--- src/rtl/uart_pkg.sv ---
// -----------------------------------------------------------------------------
// uart_pkg
//   Shared definitions for the UART receive path:
//     - rx_state_e     : receiver FSM state encoding
//     - calc_div       : system clocks per oversample tick
//     - calc_cnt_width : counter width needed to count 0..div-1
//   Both functions are constant functions, so they can size localparams.
// -----------------------------------------------------------------------------
package uart_pkg;

  typedef enum logic [2:0] {
    ST_IDLE   = 3'd0,
    ST_START  = 3'd1,
    ST_DATA   = 3'd2,
    ST_PARITY = 3'd3,
    ST_STOP   = 3'd4
  } rx_state_e;

  // Clocks between sample ticks. Clamped to 1 so a degenerate parameter set
  // still yields a tick every clock instead of a zero-length divider.
  function automatic int calc_div(input int clk_freq,
                                  input int baud_rate,
                                  input int oversample);
    int div;
    div = clk_freq / (baud_rate * oversample);
    if (div < 1) div = 1;
    return div;
  endfunction

  // $clog2(div), but never narrower than one bit.
  function automatic int calc_cnt_width(input int div);
    return (div <= 1) ? 1 : $clog2(div);
  endfunction

endpackage : uart_pkg

--- src/rtl/uart_baud_tick.sv ---
// -----------------------------------------------------------------------------
// uart_baud_tick
//   Free-running divider producing a one-clock sample tick every
//   DIV = CLK_FREQ / (BAUD_RATE * OVERSAMPLE) system clocks.
//
// Ports
//   clk       in   system clock
//   restart_i in   synchronous clear of the divider (no tick while high)
//   tick_o    out  one-cycle sample strobe
// -----------------------------------------------------------------------------
module uart_baud_tick
  import uart_pkg::*;
#(
  parameter int CLK_FREQ   = 100_000_000,
  parameter int BAUD_RATE  = 9_600,
  parameter int OVERSAMPLE = 16
) (
  input  logic clk,
  input  logic restart_i,
  output logic tick_o
);

  localparam int DIV = calc_div(CLK_FREQ, BAUD_RATE, OVERSAMPLE);
  localparam int CW  = calc_cnt_width(DIV);
  localparam logic [CW-1:0] LAST_CNT = CW'(DIV - 1);

  logic [CW-1:0] cnt_q;
  logic [CW-1:0] cnt_d;
  logic          wrap;

  assign wrap   = (cnt_q == LAST_CNT);
  assign tick_o = wrap && !restart_i;

  always_comb begin
    cnt_d = cnt_q + CW'(1);
    if (restart_i || wrap) cnt_d = '0;
  end

  always_ff @(posedge clk) begin
    cnt_q <= cnt_d;
  end

endmodule : uart_baud_tick

--- src/rtl/uart_rx_core.sv ---
// -----------------------------------------------------------------------------
// uart_rx_core
//   Oversampling UART receiver: start-bit glitch rejection, mid-bit sampling,
//   LSB-first data, optional even parity, stop-bit check, one-word output
//   buffer with valid/ready handshake and sticky error flags.
//
//   Optional feature macro: UART_RX_PARITY_EN
//     defined   : one even-parity bit follows the data bits and is checked
//     undefined : frame is start + DATA_BITS + stop, parity_err tied low
//
// Ports
//   clk          in   system clock
//   reset        in   synchronous, active-high reset
//   rxd          in   asynchronous serial line, idle high
//   rx_data      out  received word (first line bit is the LSB)
//   rx_valid     out  rx_data holds an unread word
//   rx_ready     in   consumer takes the word when rx_valid && rx_ready
//   frame_err    out  sticky: stop bit sampled low
//   overrun_err  out  sticky: word completed while the buffer was full
//   parity_err   out  sticky: parity mismatch
//   err_clr      in   one-cycle pulse clearing all sticky flags
// -----------------------------------------------------------------------------
module uart_rx_core
  import uart_pkg::*;
#(
  parameter int CLK_FREQ   = 100_000_000,
  parameter int BAUD_RATE  = 9_600,
  parameter int OVERSAMPLE = 16,
  parameter int DATA_BITS  = 8
) (
  input  logic                 clk,
  input  logic                 reset,
  input  logic                 rxd,
  output logic [DATA_BITS-1:0] rx_data,
  output logic                 rx_valid,
  input  logic                 rx_ready,
  output logic                 frame_err,
  output logic                 overrun_err,
  output logic                 parity_err,
  input  logic                 err_clr
);

  localparam int SW = $clog2(OVERSAMPLE);
  localparam int BW = $clog2(DATA_BITS);
  localparam logic [SW-1:0] MID_SAMPLE  = SW'(OVERSAMPLE / 2 - 1);
  localparam logic [SW-1:0] LAST_SAMPLE = SW'(OVERSAMPLE - 1);
  localparam logic [BW-1:0] LAST_BIT    = BW'(DATA_BITS - 1);

  // ---------------------------------------------------------------------------
  // Line synchroniser and sample tick
  // ---------------------------------------------------------------------------
  logic [1:0] sync_q;
  logic       rxd_s;
  logic       tick;

  assign rxd_s = sync_q[1];

  uart_baud_tick #(
    .CLK_FREQ   (CLK_FREQ),
    .BAUD_RATE  (BAUD_RATE),
    .OVERSAMPLE (OVERSAMPLE)
  ) u_baud_tick (
    .clk       (clk),
    .restart_i (reset),
    .tick_o    (tick)
  );

  // ---------------------------------------------------------------------------
  // Frame FSM
  // ---------------------------------------------------------------------------
  rx_state_e            state_q, state_d;
  logic [SW-1:0]        samp_q, samp_d;
  logic [BW-1:0]        bit_q, bit_d;
  logic [DATA_BITS-1:0] shift_q, shift_d;
  logic                 deliver;
  logic                 frame_set;
`ifdef UART_RX_PARITY_EN
  logic                 par_bit_q, par_bit_d;
  logic                 par_set;
`endif

  always_comb begin
    // NOTE: every combinational output gets a default before any branch, so
    // no path leaves it unassigned and no latch is inferred.
    state_d   = state_q;
    samp_d    = samp_q;
    bit_d     = bit_q;
    shift_d   = shift_q;
    deliver   = 1'b0;
    frame_set = 1'b0;
`ifdef UART_RX_PARITY_EN
    par_bit_d = par_bit_q;
    par_set   = 1'b0;
`endif

    if (tick) begin
      case (state_q)
        ST_IDLE: begin
          if (!rxd_s) begin
            state_d = ST_START;
            samp_d  = '0;
          end
        end

        // Re-check the line half a bit in; a short low pulse is noise.
        ST_START: begin
          if (samp_q == MID_SAMPLE) begin
            if (rxd_s) begin
              state_d = ST_IDLE;
            end else begin
              state_d = ST_DATA;
              samp_d  = '0;
              bit_d   = '0;
            end
          end else begin
            samp_d = samp_q + SW'(1);
          end
        end

        // Counter was restarted at mid start bit, so LAST_SAMPLE lands on
        // the middle of each following bit.
        ST_DATA: begin
          if (samp_q == LAST_SAMPLE) begin
            shift_d = {rxd_s, shift_q[DATA_BITS-1:1]};
            samp_d  = '0;
            if (bit_q == LAST_BIT) begin
`ifdef UART_RX_PARITY_EN
              state_d = ST_PARITY;
`else
              state_d = ST_STOP;
`endif
            end else begin
              bit_d = bit_q + BW'(1);
            end
          end else begin
            samp_d = samp_q + SW'(1);
          end
        end

`ifdef UART_RX_PARITY_EN
        ST_PARITY: begin
          if (samp_q == LAST_SAMPLE) begin
            par_bit_d = rxd_s;
            samp_d    = '0;
            state_d   = ST_STOP;
          end else begin
            samp_d = samp_q + SW'(1);
          end
        end
`endif

        // Leave for IDLE at mid stop bit so a start bit that follows
        // immediately is still caught on its leading edge.
        ST_STOP: begin
          if (samp_q == LAST_SAMPLE) begin
            state_d   = ST_IDLE;
            samp_d    = '0;
            frame_set = !rxd_s;
`ifdef UART_RX_PARITY_EN
            // Even parity: data bits plus parity bit carry an even count of ones.
            par_set = (^shift_q) != par_bit_q;
            deliver = rxd_s && !par_set;
`else
            deliver = rxd_s;
`endif
          end else begin
            samp_d = samp_q + SW'(1);
          end
        end

        default: begin
          state_d = ST_IDLE;
          samp_d  = '0;
        end
      endcase
    end
  end

  // ---------------------------------------------------------------------------
  // Output buffer and sticky flags
  // ---------------------------------------------------------------------------
  logic [DATA_BITS-1:0] rx_data_q, rx_data_d;
  logic                 rx_valid_q, rx_valid_d;
  logic                 frame_q, frame_d;
  logic                 over_q, over_d;
  logic                 over_set;

  always_comb begin
    rx_data_d  = rx_data_q;
    rx_valid_d = rx_valid_q;
    over_set   = 1'b0;

    if (rx_valid_q && rx_ready) rx_valid_d = 1'b0;

    // A word arriving in the same cycle as a handshake replaces the old one
    // cleanly; only an unread, un-acknowledged buffer counts as an overrun.
    if (deliver) begin
      if (rx_valid_q && !rx_ready) begin
        over_set = 1'b1;
      end else begin
        rx_data_d  = shift_q;
        rx_valid_d = 1'b1;
      end
    end

    // A flag being set in the clearing cycle stays set.
    frame_d = frame_set || (frame_q && !err_clr);
    over_d  = over_set  || (over_q  && !err_clr);
  end

`ifdef UART_RX_PARITY_EN
  logic par_err_q, par_err_d;
  assign par_err_d  = par_set || (par_err_q && !err_clr);
  assign parity_err = par_err_q;
`else
  assign parity_err = 1'b0;
`endif

  // ---------------------------------------------------------------------------
  // State registers
  // ---------------------------------------------------------------------------
  always_ff @(posedge clk) begin
    // NOTE: non-blocking assignments so every register updates from the
    // values present before the clock edge, regardless of statement order.
    if (reset) begin
      sync_q     <= 2'b11;
      state_q    <= ST_IDLE;
      samp_q     <= '0;
      bit_q      <= '0;
      shift_q    <= '0;
      rx_data_q  <= '0;
      rx_valid_q <= 1'b0;
      frame_q    <= 1'b0;
      over_q     <= 1'b0;
`ifdef UART_RX_PARITY_EN
      par_bit_q  <= 1'b0;
      par_err_q  <= 1'b0;
`endif
    end else begin
      sync_q     <= {sync_q[0], rxd};
      state_q    <= state_d;
      samp_q     <= samp_d;
      bit_q      <= bit_d;
      shift_q    <= shift_d;
      rx_data_q  <= rx_data_d;
      rx_valid_q <= rx_valid_d;
      frame_q    <= frame_d;
      over_q     <= over_d;
`ifdef UART_RX_PARITY_EN
      par_bit_q  <= par_bit_d;
      par_err_q  <= par_err_d;
`endif
    end
  end

  assign rx_data     = rx_data_q;
  assign rx_valid    = rx_valid_q;
  assign frame_err   = frame_q;
  assign overrun_err = over_q;

endmodule : uart_rx_core

--- config.mk ---
export PLATFORM = sky130hd
export DESIGN_NAME = uart_rx_core
export DESIGN_NICKNAME = d
export VERILOG_FILES = /design/src/rtl/uart_pkg.sv /design/src/rtl/uart_baud_tick.sv /design/src/rtl/uart_rx_core.sv
export SDC_FILE = /design/constraint.sdc
export NUM_CORES = 1
export LEC_CHECK = 0
export ABC_AREA = 0
export CAP_MARGIN = 40
export CORE_ASPECT_RATIO = 1.75
export CORE_UTILIZATION = 42
export DETAILED_ROUTE_END_ITERATION = 12
export MAX_ROUTING_LAYER = met4
export PLACE_DENSITY = 0.71
export SYNTH_ARGS = -nofsm -noshare
export SYNTH_HDL_FRONTEND = slang
export SYNTH_SLANG_ARGS = --single-unit
--- constraint.sdc ---
create_clock -name clk -period 4.1 [get_ports clk]
set_clock_uncertainty 0.1 [all_clocks]
set_input_delay 0.82 -clock clk [delete_from_list [all_inputs] [get_ports clk]]
set_output_delay 0.82 -clock clk [all_outputs]
set_load 0.02 [all_outputs]
After elaboration in Yosys (flattened, before gate mapping):

Cells that the tools add are included.

* register bits: 41
* word-level logic and storage cells: 74

* reductions and logical operators: 19
* $add $sub $neg: 3
* muxes and demuxes: 27
* bitwise logic cells: 1
* equality and inequality tests: 14

Operators by type and width (count)
* 3-bit 2-to-1 mux: 9
* 2-bit != test (second input constant): 7
* 4-bit 2-to-1 mux: 3
* 3-bit one-hot mux with 4 select lines: 1
* 4-bit one-hot mux with 3 select lines: 1
* 6-bit AND reduction: 2
* 1-bit 2-to-1 mux: 11
* 10-bit by 1-bit adder with 10-bit output (second input constant): 1
* 10-bit equality test (second input constant): 1
* 3-bit equality test (second input constant): 2
* 3-bit one-hot mux with 2 select lines: 1
* 1-bit logical AND: 5
* 4-bit by 1-bit adder with 4-bit output (second input constant): 1
* 4-bit by 3-bit equality test with 1-bit output (second input constant): 1
* 4-bit equality test (second input constant): 1
* 1-bit logical NOT: 4
* 3-bit by 1-bit adder with 3-bit output (second input constant): 1
* 3-bit by 1-bit equality test with 1-bit output (second input constant): 1
* 3-bit by 2-bit equality test with 1-bit output (second input constant): 1
* 3-bit logical NOT: 1
* 1-bit logical OR: 3
* 3-bit AND reduction: 1
* 2-bit 2-to-1 mux: 1
* 2-bit AND reduction: 1
* other kinds (3): 3

Logic depth before layout (Yosys ltp):

Gate-level depths: netlist (run 1).

* word-level depth: 6
* mapped depth: 7

Cells and area by module:

From an unflattened synthesis (run 1), not the netlist that was laid out.

* cells, all modules: 218
* area total of the unflattened synthesis: 1910.6 um^2

Modules (own cells, without submodules)
* uart_rx_core: cells each 167, area an instance 1445.1 um^2, instances 1
* uart_baud_tick: cells each 51, area an instance 465.4 um^2, instances 1

Worst setup path before layout (run 1):

Ideal clock, no wire load.

* kind: input -> register
* start: in reset
* end: reg rx_data_q[0], in the netlist rx_data[0]
* arrival: 1.691 ns
* path slack: 2.181 ns
* setup time: 0.128 ns
* data required time: 3.872 ns
* path buffers: 1
* stages: 6
* path through: inv_1 > nand2_1 > nor4b_2 > buf_6 > mux2i_1 > nor2_1

* word-level cells in the longest chain between the ends: 4

Ends and longest elaborated chain
* start, declared: line uart_rx_core.sv:32 `input logic reset,`
* 1-bit logical NOT: line uart_baud_tick.sv:32 `assign tick_o = wrap && !restart_i;`
* 1-bit logical AND: line uart_baud_tick.sv:32
* 1-bit 2-to-1 mux: line uart_rx_core.sv:96 `if (tick) begin`
* 2-bit AND reduction (no source line)
* end signal, assigned: line uart_rx_core.sv:245 `rx_data_q <= rx_data_d;`
* end, declared: line uart_rx_core.sv:182 `logic [DATA_BITS-1:0] rx_data_q, rx_data_d;`

Parallel ways exist; a longest one is shown, timed or not.
A chain may end at the register's enable or synchronous reset.

Worst setup path in the final report (run 1):

* start: in reset
* end: reg rx_data_q[7], in the netlist rx_data[7]

Same word-level chain as after synthesis.

==> metrics.md, run 1 <==
| Metric | Value |
|---|---|
| Yosys Warn Count | 0 |
| # DRC | 0 |
| First-pass GRT wire length | between 6000 and 7000 um |
| Slowest cell on the critical path | clkdlybuf4s50_1 |
| Hpwl dp | ~2700 um |
| Top-area cell type share of the netlist area | between 40% and 50% |
| TritonCTS clock tree | done |
| Initial antenna violation count | 0 |
| Syn Inst Count | 211 |
| Chip height | 91.6 um |
| Area grow syn2layout | 15.8% |
| Nets | 235 |
| Worst vdd ir | 0.348 mV |
| Fin cells | 277 |
| Pre-antenna DRT Iters | 4 |
| CP required | 4180 ps |
| Final core occ | about half |
| Worst setup EP type | register |
| Global Route Usage Sum | 16.7% |
| Final Setup Violations | 0 |
| # Max-Cap Violations | 0 |
| Crit path cell chain | clkdlybuf4s50_1 -> buf_4 -> inv_1 -> nand2_1 -> nor4b_2 -> buf_4 -> mux2i_1 -> nor2_1 |
| Syn Nets | 221 |
| LEAKAGE | 0.000801 uW |
| Hold Crit Class | reg2reg |
| Achievable Freq | 378 MHz |
| Synthesis-stage register bit count | 41 |
| Worst Tran Pin Value | 751 ps |
| Largest net degree at the start of global routing | 23 |
| CTS Sinks | 41 |
| Most frequent cells after synthesis | dfxtp_1 (41), nor2_1 (28), nand3_1 (16) |
| Synth top area cells | dfxtp_1 (43%), nor2_1 (5.5%), mux2i_1 (5.2%), nand3_1 (4.2%), ha_1 (3.2%) |
| Post-route ant nets | 0 |
| Unique masters post-synth | 55 |
| Critical Path AT | 2730 ps |
| Post-synth top flop | dfxtp_1 |
| Port Buf Inserts | 15 |
| CP dominant cell by count | buf_4 |
| Number of global-route vias before repair | between 1000 and 1500 |
| Final period utilization | 64.6% |
| Final max-slew violation count | 0 |
| Crit Path Max Fanout | 22 |
| Startpoint types | primary input |
| Core area | 4400 um^2 |
| Syn avg cell area | 9.13 um^2 |
| DIE AREA | 4870 um^2 |
| Iter 0 DRT Violations | 11 |
| RD Place Congestion | roughly 0.85 |
| Total clock buffers created by CTS | 5 |
| Reg clk slew, reported paths | 80 ps |
| Hold_buf cts | 0 |
| Final worst path period need | 2650 ps |
| Via density per instance | 5.48 |
| Leading area contributor after synthesis | dfxtp_1 |
| Post-CTS resize count | 0 |
| Rows | 32 |
| RSZ-0062 raised after global routing | false |
| Hold Fails Final Rpt | 0 |
| Grt ovf | 0 |
| Count leader, synth | dfxtp_1 |
| Bufs on Longest Clock Path | 2 |
| Worst slew margin | 49.4% |
| Chip width | around 53 um |
| Post-CTS Setup Bufs | 0 |
| H-tree depth | 2 |
| CP max stage delay | 400 ps |
| Clock Latency Late Sink | around 290 ps |
| DR WL/cell | 12.9 um |
| Post-Syn Area | 1930 um^2 |
| Async set-or-reset flop fraction in the synthesized netlist | 0% |
| CTS root buffer | clkbuf_8 |
| Pwr Density | 365 nW/um^2 |
| Register area share after synthesis | between 40% and 50% |
| EDFF count, synth | 0 |
| Antenna Cells | 0 |
| Critical path type | in2reg |
| Vias post-DR | 1518 |
| Setup_tns | 0 ps |
| Routed wire length | 3580 um |
| Status | completed |
| Inst Count DP | 269 |
| Starting density of the core | between 40% and 50% |
| Share of cells above drive strength 1 | 10.6% |
| Top Ports | 17 |
## cells by family (layout without fill, tap and decap cells)
logic type / Yosys count / after routing / synth area share, %
other: 1 / 1 / 0.195
DFF: 41 / 41 / 42.6
muxes: 10 / 10 / 5.20
and+or+nand+nor: 87 / 87 / 25.8
xor gates and xnor gates: 7 / 7 / 3.18
adders and majority gates: 5 / 5 / 3.25
buffers and inverters: 24 / 39 / 5.97
AOI/OAI and AO/OA: 36 / 36 / 13.8
## final cells by class
| cell class | count | area [um^2] |
|---|---|---|
| clock buffer | 5 | 68.8 |
| multi-input combinational | 146 | 991 |
| sequential | 41 | 821 |
| clock inverter | 3 | 68.8 |
| timing repair buffer | 17 | 165 |
| fill | 426 | 2170 |
| tap | 51 | 63.8 |
| inverter | 14 | 52.6 |
## through the flow
stage / power [uW] / hold WS (ps) / setup slack, ps / area (um^2)
2_1_floorplan: 429 / 289 / 2180 / 1930
3_3_place_gp: 437 / 296 / 1200 / 2090
3_5_place_dp: 438 / 300 / 1140 / 2090
4_1_cts: 821 / 323 / 1440 / 2230
5_1_grt: 843 / 326 / 1250 / 2230
6_report: 814 / 316 / 1450 / 2230
## path summary, 6_finish.rpt
check	from	to	slack, ps	cells after the start
hold / removal	sync_q[0]	sync_q[1]	320	1
setup / recovery	reset	rx_data[7]	1450	8
setup reg to reg	samp_q[0]	state_q[0]	2000	6
hold reg to reg	sync_q[0]	sync_q[1]	320	1
## flip-flops by register name, summed over array words and instances, names as in the netlist
signal             count
frame_err              1
rx_valid               1
sync_q                 2
shift_q                8
state_q                3
samp_q                 4
overrun_err            1
u_baud_tick.cnt_q     10
bit_q                  3
rx_data                8
## per-layer routing
layer  vias to the layer above  GRT usage, %  wire, um
met2                        27          28.4      1920
met4                         0          7.02        99
met3                         9          4.69        91
li1                        768             -         -
met5                         -             -         0
met1                       714          17.0      1470
## critical path, delay by kind of cell
| kind | cells | cell delay (ps) |
|---|---|---|
| AND/OR/NAND/NOR | 3 | 460 |
| multiplexers | 1 | 200 |
| buffers and inverters | 4 | 1230 |
## power by group
group / leakage (uW) / total [uW] / internal (uW) / switching, uW
registers: 0.000331 / 405 / 401 / 3.95
clock network: 0.0000687 / 386 / 245 / 141
logic: 0.000401 / 23.0 / 8.81 / 14.2
## placed cells by master, fill, tap and decap left out, drive strengths merged, types with 5 or more instances in the layout
cell type	netlist	routed
o21ai	13	13
clkdlybuf4s50	0	15
dfxtp	41	41
nor2	28	28
a21oi	6	6
clkbuf	5	5
nand2	10	10
mux2i	10	10
nand3	16	16
inv	14	15
ha	5	5
(Power assumes the default switching activity.)
==> run 2: changes to the inputs <==
--- a/config.mk
+++ b/config.mk
@@ -11,7 +11,7 @@
 export CORE_UTILIZATION = 42
 export DETAILED_ROUTE_END_ITERATION = 12
 export MAX_ROUTING_LAYER = met4
-export PLACE_DENSITY = 0.71
+export PLACE_DENSITY = 0.74
 export SYNTH_ARGS = -nofsm -noshare
 export SYNTH_HDL_FRONTEND = slang
 export SYNTH_SLANG_ARGS = --single-unit
==> constraint.sdc (replaced) <==
create_clock -name clk -period 2.4 [get_ports clk]
set_clock_uncertainty 0.1 [all_clocks]
set_input_delay 0.48 -clock clk [delete_from_list [all_inputs] [get_ports clk]]
set_output_delay 0.48 -clock clk [all_outputs]
set_load 0.02 [all_outputs]
==> metrics.md, run 2 (synthesis results as in run 1) <==
| Metric | Value |
|---|---|
| Status | completed |
| RSZ-0062 raised after global routing | false |
| Hold path startpoint | sync_q[0] |
| Min-Delay Endpoint | sync_q[1] |
| Share of cells above drive strength 1 | 11.8% (+1.2 points) |
| Antenna Cells | 0 (unchanged) |
| Final core occ | 50.8% (+0.11 points) |
| Worst vdd ir | 0.407 mV (+17%) |
| First-pass GRT wire length | 6030 um (-0.46%) |
| Commonest cells after routing, fill and taps aside | dfxtp_1 (41), nor2_1 (28), nand3_1 (16) |
| Commonest non-fill, non-tap cell in the layout | dfxtp_1 |
| Pre-antenna DRT Iters | 4 (unchanged) |
| Startpoint types | register |
| Iter 0 DRT Violations | 18 (+7) |
| Grt ovf | 0 (unchanged) |
| Critical Path AT | 2110 ps (-620 ps) |
| Post-CTS Setup Bufs | 0 (unchanged) |
| Chip height | 91.6 um (unchanged) |
| Hold Fails Final Rpt | 0 (unchanged) |
| CP required | 2480 ps (-1700 ps) |
| DR WL/cell | 12.6 um (-2.6%) |
| Rows | 32 (unchanged) |
| Worst Hold Depth | 1 (unchanged) |
| Bufs on Longest Clock Path | 2 (unchanged) |
| Critical path type | reg2reg |
| Initial antenna violation count | 0 (unchanged) |
| CP Launch Point | samp_q[0] |
| Final period utilization | a little over four fifths |
| # Max-Cap Violations | 0 (unchanged) |
| Via density per instance | 5.32 (-3.0%) |
| Worst setup EP type | register |
| Top reg by flops | u_baud_tick.cnt_q |
| Worst Tran Pin Value | 617 ps (-134 ps) |
| Core area | 4400 um^2 (unchanged) |
| CTS root buffer | clkbuf_8 |
| Post-route ant nets | 0 (unchanged) |
| Starting density of the core | 43.8% (unchanged) |
| Area grow syn2layout | 16.0% |
| DIE AREA | 4870 um^2 (unchanged) |
| R2R depth | 7 (+1) |
| Place WS | 281 ps (-856 ps) |
| Reg clk slew, reported paths | 70 ps (about the same) |
| Final max-slew violation count | 0 (unchanged) |
| R2r setup slk | 360 ps (-1640 ps) |
| Setup_tns | 0 ps (unchanged) |
| Inst Count DP | 272 (+1.1%) |
| Largest net degree at the start of global routing | 21 (-8.7%) |
| Hold Crit Class | reg2reg |
| Worst r2r src | samp_q[0] |
| Port Buf Inserts | 15 (unchanged) |
| CTS Sinks | 41 (unchanged) |
| FF-to-FF End | rx_data[7] |
| Crit Path Max Fanout | 8 (-64%) |
| Achievable Freq | 491 MHz |
| Hold slack | 312 ps (-4.10 ps) |
| Global Route Usage Sum | 16.7% (+0.028 points) |
| Vias post-DR | 1489 (-1.9%) |
| Total clock buffers created by CTS | 5 (unchanged) |
| Max reg flops | 10 (unchanged) |
| Final Setup Violations | 0 (unchanged) |
| Fin cells | 280 (+1.1%) |
| Worst slew margin | 58.5% (+9.0 points) |
| Final worst path period need | about 2000 ps |
| Hpwl dp | 2600 um (-3.9%) |
| # DRC | 0 (unchanged) |
| Nets | 238 (+1.3%) |
| TritonCTS clock tree | done |
| Worst Slack Setup Final | 364 ps (-1090 ps) |
| Post-CTS resize count | 0 (unchanged) |
| Top Ports | 17 (unchanged) |
| RD Place Congestion | 0.798 (-6.6%) |
| Pwr Density | 586 nW/um^2 (+61%) |
| Routed wire length | 3530 um (-1.6%) |
| LEAKAGE | 0.000804 uW (+0.30%) |
| Clock Latency Late Sink | 290 ps (about the same) |
| Chip width | 53.2 um (unchanged) |
| Number of global-route vias before repair | 1410 (-1.5%) |
| Hold_buf cts | 0 (unchanged) |
| H-tree depth | 2 (unchanged) |
-- run 2: cell types whose count changed in the layout (fill, tap and decap cells not counted) --
| cell | before | now |
|---|---|---|
| buf_4 | 2 | 5 |
| clkinvlp_4 | 0 | 1 |
| clkbuf_8 | 5 | 6 |
| inv_6 | 1 | 0 |
| bufinv_16 | 2 | 1 |
-- run 2: area by class of cell --
| type | count | area [um^2] |
|---|---|---|
| clock inverter | 2 | 37.5 |
| tap | 51 | 63.8 |
| clock buffer | 6 | 82.6 |
| sequential | 41 | 821 |
| timing repair buffer | 20 | 188 |
| fill | 440 | 2170 |
| multi-input combinational | 146 | 991 |
| inverter | 14 | 52.6 |
-- run 2: critical path, cell delays in order (launching register included) --
cell and delay (ps):
dfxtp_1 370, ha_1 250, and3_2 250, nand3_1 170
nor4b_2 300, buf_4 230, mux2i_1 200, nor2_1 50
-- run 2: per-stage QoR --
step / total power, uW / instance area, um^2
4_1_cts: 1320 / 2240
3_5_place_dp: 751 / 2120
2_1_floorplan: 733 / 1930
6_report: 1310 / 2240
3_3_place_gp: 749 / 2120
5_1_grt: 1360 / 2240
-- run 2: worst max path at each step --
stage,end,cells after the start
after floorplan,rx_data[0],7
after global placement,rx_data[7],7
after detailed placement,rx_data[3],7
after CTS,rx_data[7],7
after global routing,samp_q[0],6
final,rx_data[7],7
-- run 2: where the power goes --
group,leakage (uW),internal [uW],switching (uW)
clock network,0.0000574,338,238
logic,0.000415,17.2,25.0
registers,0.000331,685,6.63
total,0.000804,1040,270
-- run 2: routing by layer --
metal | part of all wire (%) | GRT usage [%] | vias to the layer above
li1 | - | - | 770
met1 | 42 | 17.1 | 697
met2 | 55 | 29.7 | 17
met3 | 2.2 | 4.52 | 5
met4 | 1.2 | 4.61 | 0
met5 | 0 | - | -
==> run 3: changes to the inputs <==
==> constraint.sdc (replaced) <==
create_clock -name clk -period 1.8 [get_ports clk]
set_clock_uncertainty 0.1 [all_clocks]
set_input_delay 0.36 -clock clk [delete_from_list [all_inputs] [get_ports clk]]
set_output_delay 0.36 -clock clk [all_outputs]
set_load 0.02 [all_outputs]
==> metrics.md, run 3 (synthesis results as in run 1) <==
| Metric | Value |
|---|---|
| Final Setup Violations | 13 (+13) |
| LEAKAGE | 0.000984 uW (+22%) |
| Worst setup EP type | register |
| Routed wire length | 4200 um (+19%) |
| Global Route Usage Sum | 19.4% (+2.7 points) |
| Area grow syn2layout | 34.4% |
| Port Buf Inserts | 15 (unchanged) |
| Sequential Area | 830 um^2 (+1.1%) |
| Hold Crit Class | reg2reg |
| Worst Slack Setup Final | -119 ps (-484 ps) |
| Final core occ | 58.8% (+8.0 points) |
| Top reg by flops | u_baud_tick.cnt_q |
| Placed Area | 2340 um^2 (+11%) |
| Chip width | 53.2 um (unchanged) |
| Worst r2r src | u_baud_tick.cnt_q[2] |
| Reg clk slew, reported paths | 90 ps (+20 ps) |
| Number of global-route vias before repair | 1653 (+17%) |
| Vias post-DR | 1675 (+12%) |
| Achievable Freq | 521 MHz (+6.1%) |
| Pre-antenna DRT Iters | 4 (unchanged) |
| Commonest non-fill, non-tap cell in the layout | buf_4 |
| Multi-input logic area | 1080 um^2 (+8.7%) |
| Nets | 271 (+14%) |
| Critical path type | reg2reg |
| Post-route ant nets | 0 (unchanged) |
| Iter 0 DRT Violations | 44 (+26) |
| Crit Path Max Fanout | 4 (-4) |
| Hold Fails Final Rpt | 0 (unchanged) |
| Max reg flops | 10 (unchanged) |
| Largest net degree at the start of global routing | 21 (unchanged) |
| Final period utilization | 107% (+22 points) |
| Total clock buffers created by CTS | 5 (unchanged) |
| Starting density of the core | 43.8% (unchanged) |
| First-pass GRT wire length | 6910 um (+15%) |
| Pwr Density | 673 nW/um^2 (+15%) |
| Initial antenna violation count | 0 (unchanged) |
| Share of cells above drive strength 1 | 29.0% (+17 points) |
| Final max-slew violation count | 0 (unchanged) |
| Critical Path AT | 2010 ps (-100 ps) |
| Antenna Cells | 0 (unchanged) |
| Rows | 32 (unchanged) |
| DR WL/cell | 13.4 um (+6.4%) |
| Grt ovf | 0 (unchanged) |
| H-tree depth | 2 (unchanged) |
| Hpwl dp | 2960 um (+14%) |
| Chip height | 91.6 um (unchanged) |
| CTS Sinks | 41 (unchanged) |
| PnR Total Power | 1740 uW (+33%) |
| # Max-Cap Violations | 0 (unchanged) |
| RSZ-0062 raised after global routing | true |
| Status | finished, violations left |
| Final worst path period need | 1920 ps (-116 ps) |
| Via density per instance | 5.35 (+0.63%) |
| Top Ports | 17 (unchanged) |
| Bufs on Longest Clock Path | 2 (unchanged) |
| Inst Count DP | 299 (+9.9%) |
| DIE AREA | 4870 um^2 (unchanged) |
| Core area | 4400 um^2 (unchanged) |
| RD Place Congestion | 0.824 (+3.4%) |
| Startpoint types | register |
| CTS root buffer | clkbuf_8 |
| Fin area | 2590 um^2 (+16%) |
| Hold_buf cts | 0 (unchanged) |
| Failing checks | negative setup slack |
| TritonCTS clock tree | done |
| Commonest cells after routing, fill and taps aside | buf_4 (36), dfxtp_1 (34), nor2_1 (27) |
| # DRC | 0 (unchanged) |
| Worst vdd ir | 0.875 mV (+110%) |
| CP Launch Point | u_baud_tick.cnt_q[2] |
| Clock Latency Late Sink | 300 ps (about the same) |
| CP required | 1890 ps (-590 ps) |
| Fillers | 385 (-13%) |
| Hold path startpoint | sync_q[0] |
| Fin cells | 313 (+12%) |
==> run 3: cell count changes in the layout (fill, tap and decap cells not counted), moves of 2 or more <==
| cell | previous run | this run |
|---|---|---|
| buf_4 | 5 | 36 |
| dfxtp_2 | 0 | 7 |
| ha_1 | 5 | 3 |
| dfxtp_1 | 41 | 34 |
==> run 3: layout make-up <==
type	instances	area share (%)
Tap cell	51	2.46
Clock buffer	5	2.66
Multi-Input combinational cell	146	41.6
Sequential cell	41	32.0
Inverter	14	2.03
Clock inverter	3	1.79
Timing Repair Buffer	53	17.4
==> run 3: layer usage <==
metal	routed length, um	vias to the layer above	global-route usage [%]
met1	1620	774	18.2
met4	171	0	10.7
li1	-	842	-
met2	2290	39	34.2
met3	120	20	4.19
met5	0	-	-
==> run 3: report_power, final <==
part / leakage [uW] / switching (uW) / internal (uW)
Sequential: 0.000335 / 5.33 / 914
Combinational: 0.000595 / 42.7 / 35.0
Clock: 0.0000543 / 330 / 415
Total: 0.000984 / 378 / 1360
==> run 3: per-stage QoR <==
| stage | hold WS (ps) | setup slack (ps) | setup TNS, ps |
|---|---|---|---|
| detailed placement | 297 | -143 | -1480 |
| global placement | 296 | -96.4 | -1230 |
| global route | 326 | -215 | -2090 |
| CTS | 316 | -75.5 | -488 |
| finish | 312 | -119 | -523 |
| floorplan | 289 | 3.63 | 0 |
==> run 3: critical path: stages (launching register included) <==
cell	delay, ps
dfxtp_2	340
nor4b_4	340
nand4_4	180
buf_4	180
buf_6	120
a211o_4	310
a32o_1	260
==> run 3: worst paths after layout <==
kind,cells after the start,slack (ps),end
setup / recovery,6,-120,bit_q[1]
hold / removal,1,310,sync_q[1]
setup reg to reg,6,-120,bit_q[1]
hold reg to reg,1,310,sync_q[1]
==> run 3: timing repair <==
| action | in CTS | in global routing |
|---|---|---|
| pin swaps | 13 | 9 |
| gates cloned | 0 | 0 |
| setup buffers | 5 | 1 |
| setup endpoints to repair | 16 | 23 |
| resized for setup | 11 | 11 |
